==> config.mk <==
export PLATFORM = sky130hd
export DESIGN_NAME = negedge_param_updown_counter
export DESIGN_NICKNAME = d
export VERILOG_FILES = /design/src/rtl/negedge_param_updown_counter.sv
export SDC_FILE = /design/constraint.sdc
export NUM_CORES = 1
export LEC_CHECK = 0
export ABC_AREA = 1
export ABC_CLOCK_PERIOD_IN_PS = 1600
export CAP_MARGIN = 30
export CORE_AREA = 2 2 39 41
export CTS_BUF_LIST = sky130_fd_sc_hd__clkbuf_4 sky130_fd_sc_hd__clkbuf_8 sky130_fd_sc_hd__clkbuf_16
export CTS_CLUSTER_DIAMETER = 120
export DETAILED_ROUTE_END_ITERATION = 12
export DIE_AREA = 0 0 41 43
export PLACE_DENSITY = 0.64
export SYNTH_ARGS = -nofsm -noshare
export SYNTH_HDL_FRONTEND = slang
export SYNTH_SLANG_ARGS = --single-unit
==> constraint.sdc <==
create_clock -name CLK -period 1.6 [get_ports CLK]
set_input_delay 0.48 -clock CLK [delete_from_list [all_inputs] [get_ports CLK]]
set_output_delay 0.48 -clock CLK [all_outputs]
set_load 0.01 [all_outputs]
==> src/rtl/negedge_param_updown_counter.sv <==
// negedge_param_updown_counter
// Parametrised falling-edge up/down counter with parallel load, count enable,
// optional saturation, a combinational terminal-count output for cascading
// and a sticky overflow/underflow flag. Every flop is clocked by the falling
// edge of CLK and reset asynchronously by RST (active high).
//
// Cascade usage: drive the next stage's EN from this stage's TC and share CLK.
// The next stage then advances exactly on the edge where this stage wraps.

module negedge_param_updown_counter #(
    parameter int WIDTH       = 3,
    parameter int MODULUS     = 2 ** WIDTH,
    parameter bit SATURATE    = 1'b0,
    parameter int RESET_VALUE = 0
) (
    input  logic             CLK,
    input  logic             RST,
    input  logic             EN,
    input  logic             UP,
    input  logic             LOAD,
    input  logic [WIDTH-1:0] D,
    input  logic             CLR_OVF,
    output logic [WIDTH-1:0] Q,
    output logic             TC,
    output logic             OVF
);

    // Top of the count range on WIDTH bits. When MODULUS == 2**WIDTH this is
    // all ones, so the truncating cast is exact.
    localparam logic [WIDTH-1:0] MAX_Q = WIDTH'(MODULUS - 1);

    // MODULUS itself needs one extra bit when it equals 2**WIDTH; the load
    // range check is therefore done on WIDTH+1 bits.
    localparam logic [WIDTH:0] MOD_EXT = (WIDTH + 1)'(MODULUS);

    localparam logic [WIDTH-1:0] RST_Q = WIDTH'(RESET_VALUE);

    localparam logic [WIDTH-1:0] ONE_Q = WIDTH'(1);

    logic [WIDTH-1:0] q_q;
    logic [WIDTH-1:0] q_d;
    logic             ovf_q;
    logic             ovf_d;

    logic             at_max;
    logic             at_min;
    logic             count_up;
    logic             count_dn;
    logic             end_event;
    logic             d_in_range;
    logic [WIDTH-1:0] load_val;

    // Range-end detection and the qualified count requests.
    always_comb begin
        at_max     = (q_q == MAX_Q);
        at_min     = (q_q == '0);
        count_up   = EN & ~LOAD & UP;
        count_dn   = EN & ~LOAD & ~UP;
        // A wrap or saturate event happens on the edge after TC is high.
        end_event  = (count_up & at_max) | (count_dn & at_min);
        d_in_range = ({1'b0, D} < MOD_EXT);
        // Out-of-range load values clamp to the top of the range.
        load_val   = d_in_range ? D : MAX_Q;
    end

    // Next-count selection: LOAD has priority over EN, otherwise hold.
    always_comb begin
        // NOTE: assign a default first so every path defines q_d; a missing
        // branch would otherwise infer a latch.
        q_d = q_q;
        if (LOAD) begin
            q_d = load_val;
        end else if (count_up) begin
            if (!at_max) begin
                q_d = q_q + ONE_Q;
            end else if (!SATURATE) begin
                q_d = '0;
            end
        end else if (count_dn) begin
            if (!at_min) begin
                q_d = q_q - ONE_Q;
            end else if (!SATURATE) begin
                q_d = MAX_Q;
            end
        end
    end

    // Sticky flag: a wrap/saturate event on the same edge as CLR_OVF wins.
    always_comb begin
        ovf_d = ovf_q;
        if (CLR_OVF) begin
            ovf_d = 1'b0;
        end
        if (end_event) begin
            ovf_d = 1'b1;
        end
    end

    // State registers on the falling edge with asynchronous active-high reset.
    always_ff @(negedge CLK or posedge RST) begin
        if (RST) begin
            q_q   <= RST_Q;
            ovf_q <= 1'b0;
        end else begin
            // NOTE: non-blocking assignments for all flop updates so every
            // register samples the pre-edge values regardless of block order.
            q_q   <= q_d;
            ovf_q <= ovf_d;
        end
    end

    // Output mapping; TC is combinational from the current count and inputs.
    always_comb begin
        Q   = q_q;
        OVF = ovf_q;
        TC  = end_event;
    end

endmodule
# Yosys cells after proc, flatten, opt, wreduce, memory -nomap -nowiden
# Index checks and enable logic that the tools add are counted.
[totals] input_bits=9 word_cells=23 out_inout_bits=5 reg_bits=4
[op_classes] n_reduce_logical=3 n_mux=7 eq_ne=1 addsub=2 n_bitwise=8
[ops] operator="$mux 3" n=5
[ops] operator="$and 1x1->1" n=5
[ops] operator="$add 3x1->3 const B" n=1
[ops] operator="$eq 3x3->1 const B" n=1
[ops] operator="$logic_not 3->1" n=1
[ops] operator="$reduce_bool 3->1" n=1
[ops] operator="$sub 3x1->3 const B" n=1
[ops] operator="$mux 1" n=2
[ops] operator="$not 1->1" n=2
[ops] operator="$reduce_bool 2->1" n=1
[ops] operator="$or 1x1->1" n=1

# Logic depth before layout (Yosys ltp)
# Gate-level depths: netlist of run 1.
[logic_depth] ltp_word=6 ltp_mapped=7 ltp_nobuf=7

==> out/metrics.cfg, run 1 <==
[cts]
clock_sinks=4
clockRootBuffer=clkbuf_4
clkLatencyLatePin_ps=250
ctsHoldBuffers=0
numCtsBuffers=3
clk_pin_slew_ps=30
cts_max_path_buffers=2
cts_tree=built
h-tree-depth=1

[sta]
maxSlewHeadroom_pct=86.28
setup_viol=9
rsz0062_at_grt=true
slew_viol_final=0
finalClockSkew_ps=0.9087
holdWs_ps=481.3
setup_ws_ps=-1043
setup_tns_ps=-5237
worst_slew_pin_slew_ps=204.8
hold_viol_final=0

[critical_path]
startpoint=Q[1]$_DFFE_NP0P_
critPathCaptureType=output pin
r2r_start=Q[1]$_DFFE_NP0P_
r2r_cells=12
reg2reg_to=OVF$_DFFE_NP0P_
path_max_fanout=3
required_ps=1120
reg2reg_setup_slack_ps=-100
endpoint=TC
cp.arrival_ps=2160
worst-setup-path-type=register to output pin
start_kind=register

[place]
port_buffers=13
dpl_cell_area_um2=670.6
gp_congestion=0.7886
hpwl_um=818.5

[run_status]
status=finished with violations
violations=negative setup slack

[power_and_ir_drop]
leakage_uw=0.0004593
ir_drop_mv=0.3846
pwr_density_cell_nw_per_um2=638.2

[route]
vias=501
post_drt_via_cell_ratio=4.473
ant_nets=0
wl_per_cell_um=12.16
finalWirelength_um=1362
dr.pass1.iters=4
drt_iter0_markers=13
drc=0

[synthesis]
synth_fp_nets=68
synth-seq-cells=4
ys_types=15
yosysSeqAreaShare_pct=27.21
synth.cell_area_um2=367.9
ys_warn_count=0
synth_cells=55
synth.avg_cell_area_um2=6.688

[min_path]
min_path_type=register to register
min_path_cells=2
min-delay-start=OVF$_DFFE_NP0P_

[global_route]
gr-usage-all-layers_pct=19.08
grt_pass1_wl_um=2235
use_met1_pct=19.29
grt_max_degree=5
globalRoute.busiestLayer=met2
grtUsageMet3_pct=6.283
grt-ovfl-total=0
antenna_found_initial=0
use_met2_pct=35.00
grt_pass1_vias=546

[cells_and_area]
fill_cells=127
final_area_um2=897.1
seqCellArea_um2=100.1
num-nets-final=111
multi_input_area_um2=310.3
syn2layout_area_growth_pct=143.9
n_antenna_cell=0
drive_above_1_share_pct=61.46

[floorplanning]
dieArea_um2=1763
die_h_um=43
start_util_pct=26.58
core-area_um2=1384
rows=14
die_w_um=41
ios=14

[job]
maxCapViolations=0

==> metal layers <==
metal	wire, um	vias up	share of wire (%)
met5	0	-	0
met4	0	0	0
met3	45	0	3.3
met2	808	11	59
met1	508	237	37
li1	-	253	-
==> kinds of logic after synthesis <==
group                      share of synthesized area, %
AOI/OAI and AO/OA                                 8.164
DFF                                               27.21
buffers and inverters                             14.29
adders and majority gates                         13.61
and+or+nand+nor                                   36.73
==> worst min-delay path by stage <==
stage | slack (ps) | endpoint
finish | 480 | OVF$_DFFE_NP0P_
global route | 510 | OVF$_DFFE_NP0P_
CTS | 490 | OVF$_DFFE_NP0P_
detailed placement | 500 | OVF$_DFFE_NP0P_
global placement | 480 | OVF$_DFFE_NP0P_
floorplan | 540 | OVF$_DFFE_NP0P_
==> worst max-delay path, cell delays in order (launching register included) <==
cell and delay, ps:
dfrtn_1 450, ha_2 210, ha_4 140, inv_4 40, nor2_4 90, nor2_4 50
inv_2 40, buf_6 90
==> cell usage in the layout, fill, tap and decap left out <==
cell	instances
buf_12	2
inv_1	8
inv_6	1
inv_4	1
ha_1	1
dfrtn_1	4
buf_2	1
nand3_4	2
o21ai_2	1
nand2_1	10
clkdlybuf4s50_1	4
nor2_1	2
ha_4	1
inv_2	3
nor2_4	4
buf_6	14
inv_12	1
a21oi_1	1
buf_4	16
o211ai_1	1
a21oi_4	1
dlygate4sd2_1	1
clkbuf_4	3
nand2_2	2
ha_2	2
nand4_1	1
nand2_4	1
nand3_2	3
nand3_1	4
==> layout make-up <==
cell class	count	area share (%)
clock buffer	3	2.510
inverter	14	8.089
multi-input combinational	37	34.59
sequential	4	11.16
tap	16	2.232
timing repair buffer	38	41.42
==> per-stage QoR <==
| stage | utilization, % | power (uW) | setup WS (ps) | instances |
|---|---|---|---|---|
| 5_1_grt | 64.83 | 608.0 | -1079 | 112 |
| 2_1_floorplan | - | 237.4 | -720.0 | 55 |
| 6_report | 64.83 | 572.5 | -1043 | 112 |
| 4_1_cts | 61.66 | 549.5 | -1014 | 112 |
| 3_5_place_dp | 48.46 | 362.1 | -1149 | 97 |
| 3_3_place_gp | 48.46 | 361.3 | -1130 | 97 |
==> where the power goes <==
group / leakage, uW / switching (uW) / internal (uW)
logic: 0.000397 / 139 / 177
clock network: 0.0000138 / 43.0 / 84.0
registers: 0.0000486 / 12.0 / 117
==> sequential cells by signal, summed over array words and instances, names as in the netlist <==
name / count
OVF: 1
Q: 3
==> cell usage after synthesis <==
cell	number	area [um2]
inv_1	13	48.80
nand2_1	12	45.04
nand3_1	8	40.04
dfrtn_1	4	100.1
ha_1	4	50.05
nor2_1	4	15.01
nor2_2	2	12.51
a21oi_1	1	5.000
a21oi_2	1	8.760
inv_2	1	3.750
nand2_2	1	6.260
nand3_2	1	10.01
nand4_1	1	6.260
o211ai_1	1	7.510
o21ai_2	1	8.760
==> what timing repair did <==
item                                    in CTS  in global routing
endpoints found under the setup margin       9                  9
gates resized for setup                     60                 13
buffers inserted                            12                  3
pin swaps                                    7                  3
endpoints found under the hold margin        0                  0
No activity file was read; power rests on OpenSTA's default activity.
==> run 2, diff against run 1 <==
Settings changed: CTS_CLUSTER_SIZE from default to 30.
==> results of run 2 <==
Same layout as run 1: the final DEF is identical, and so are final timing and power.
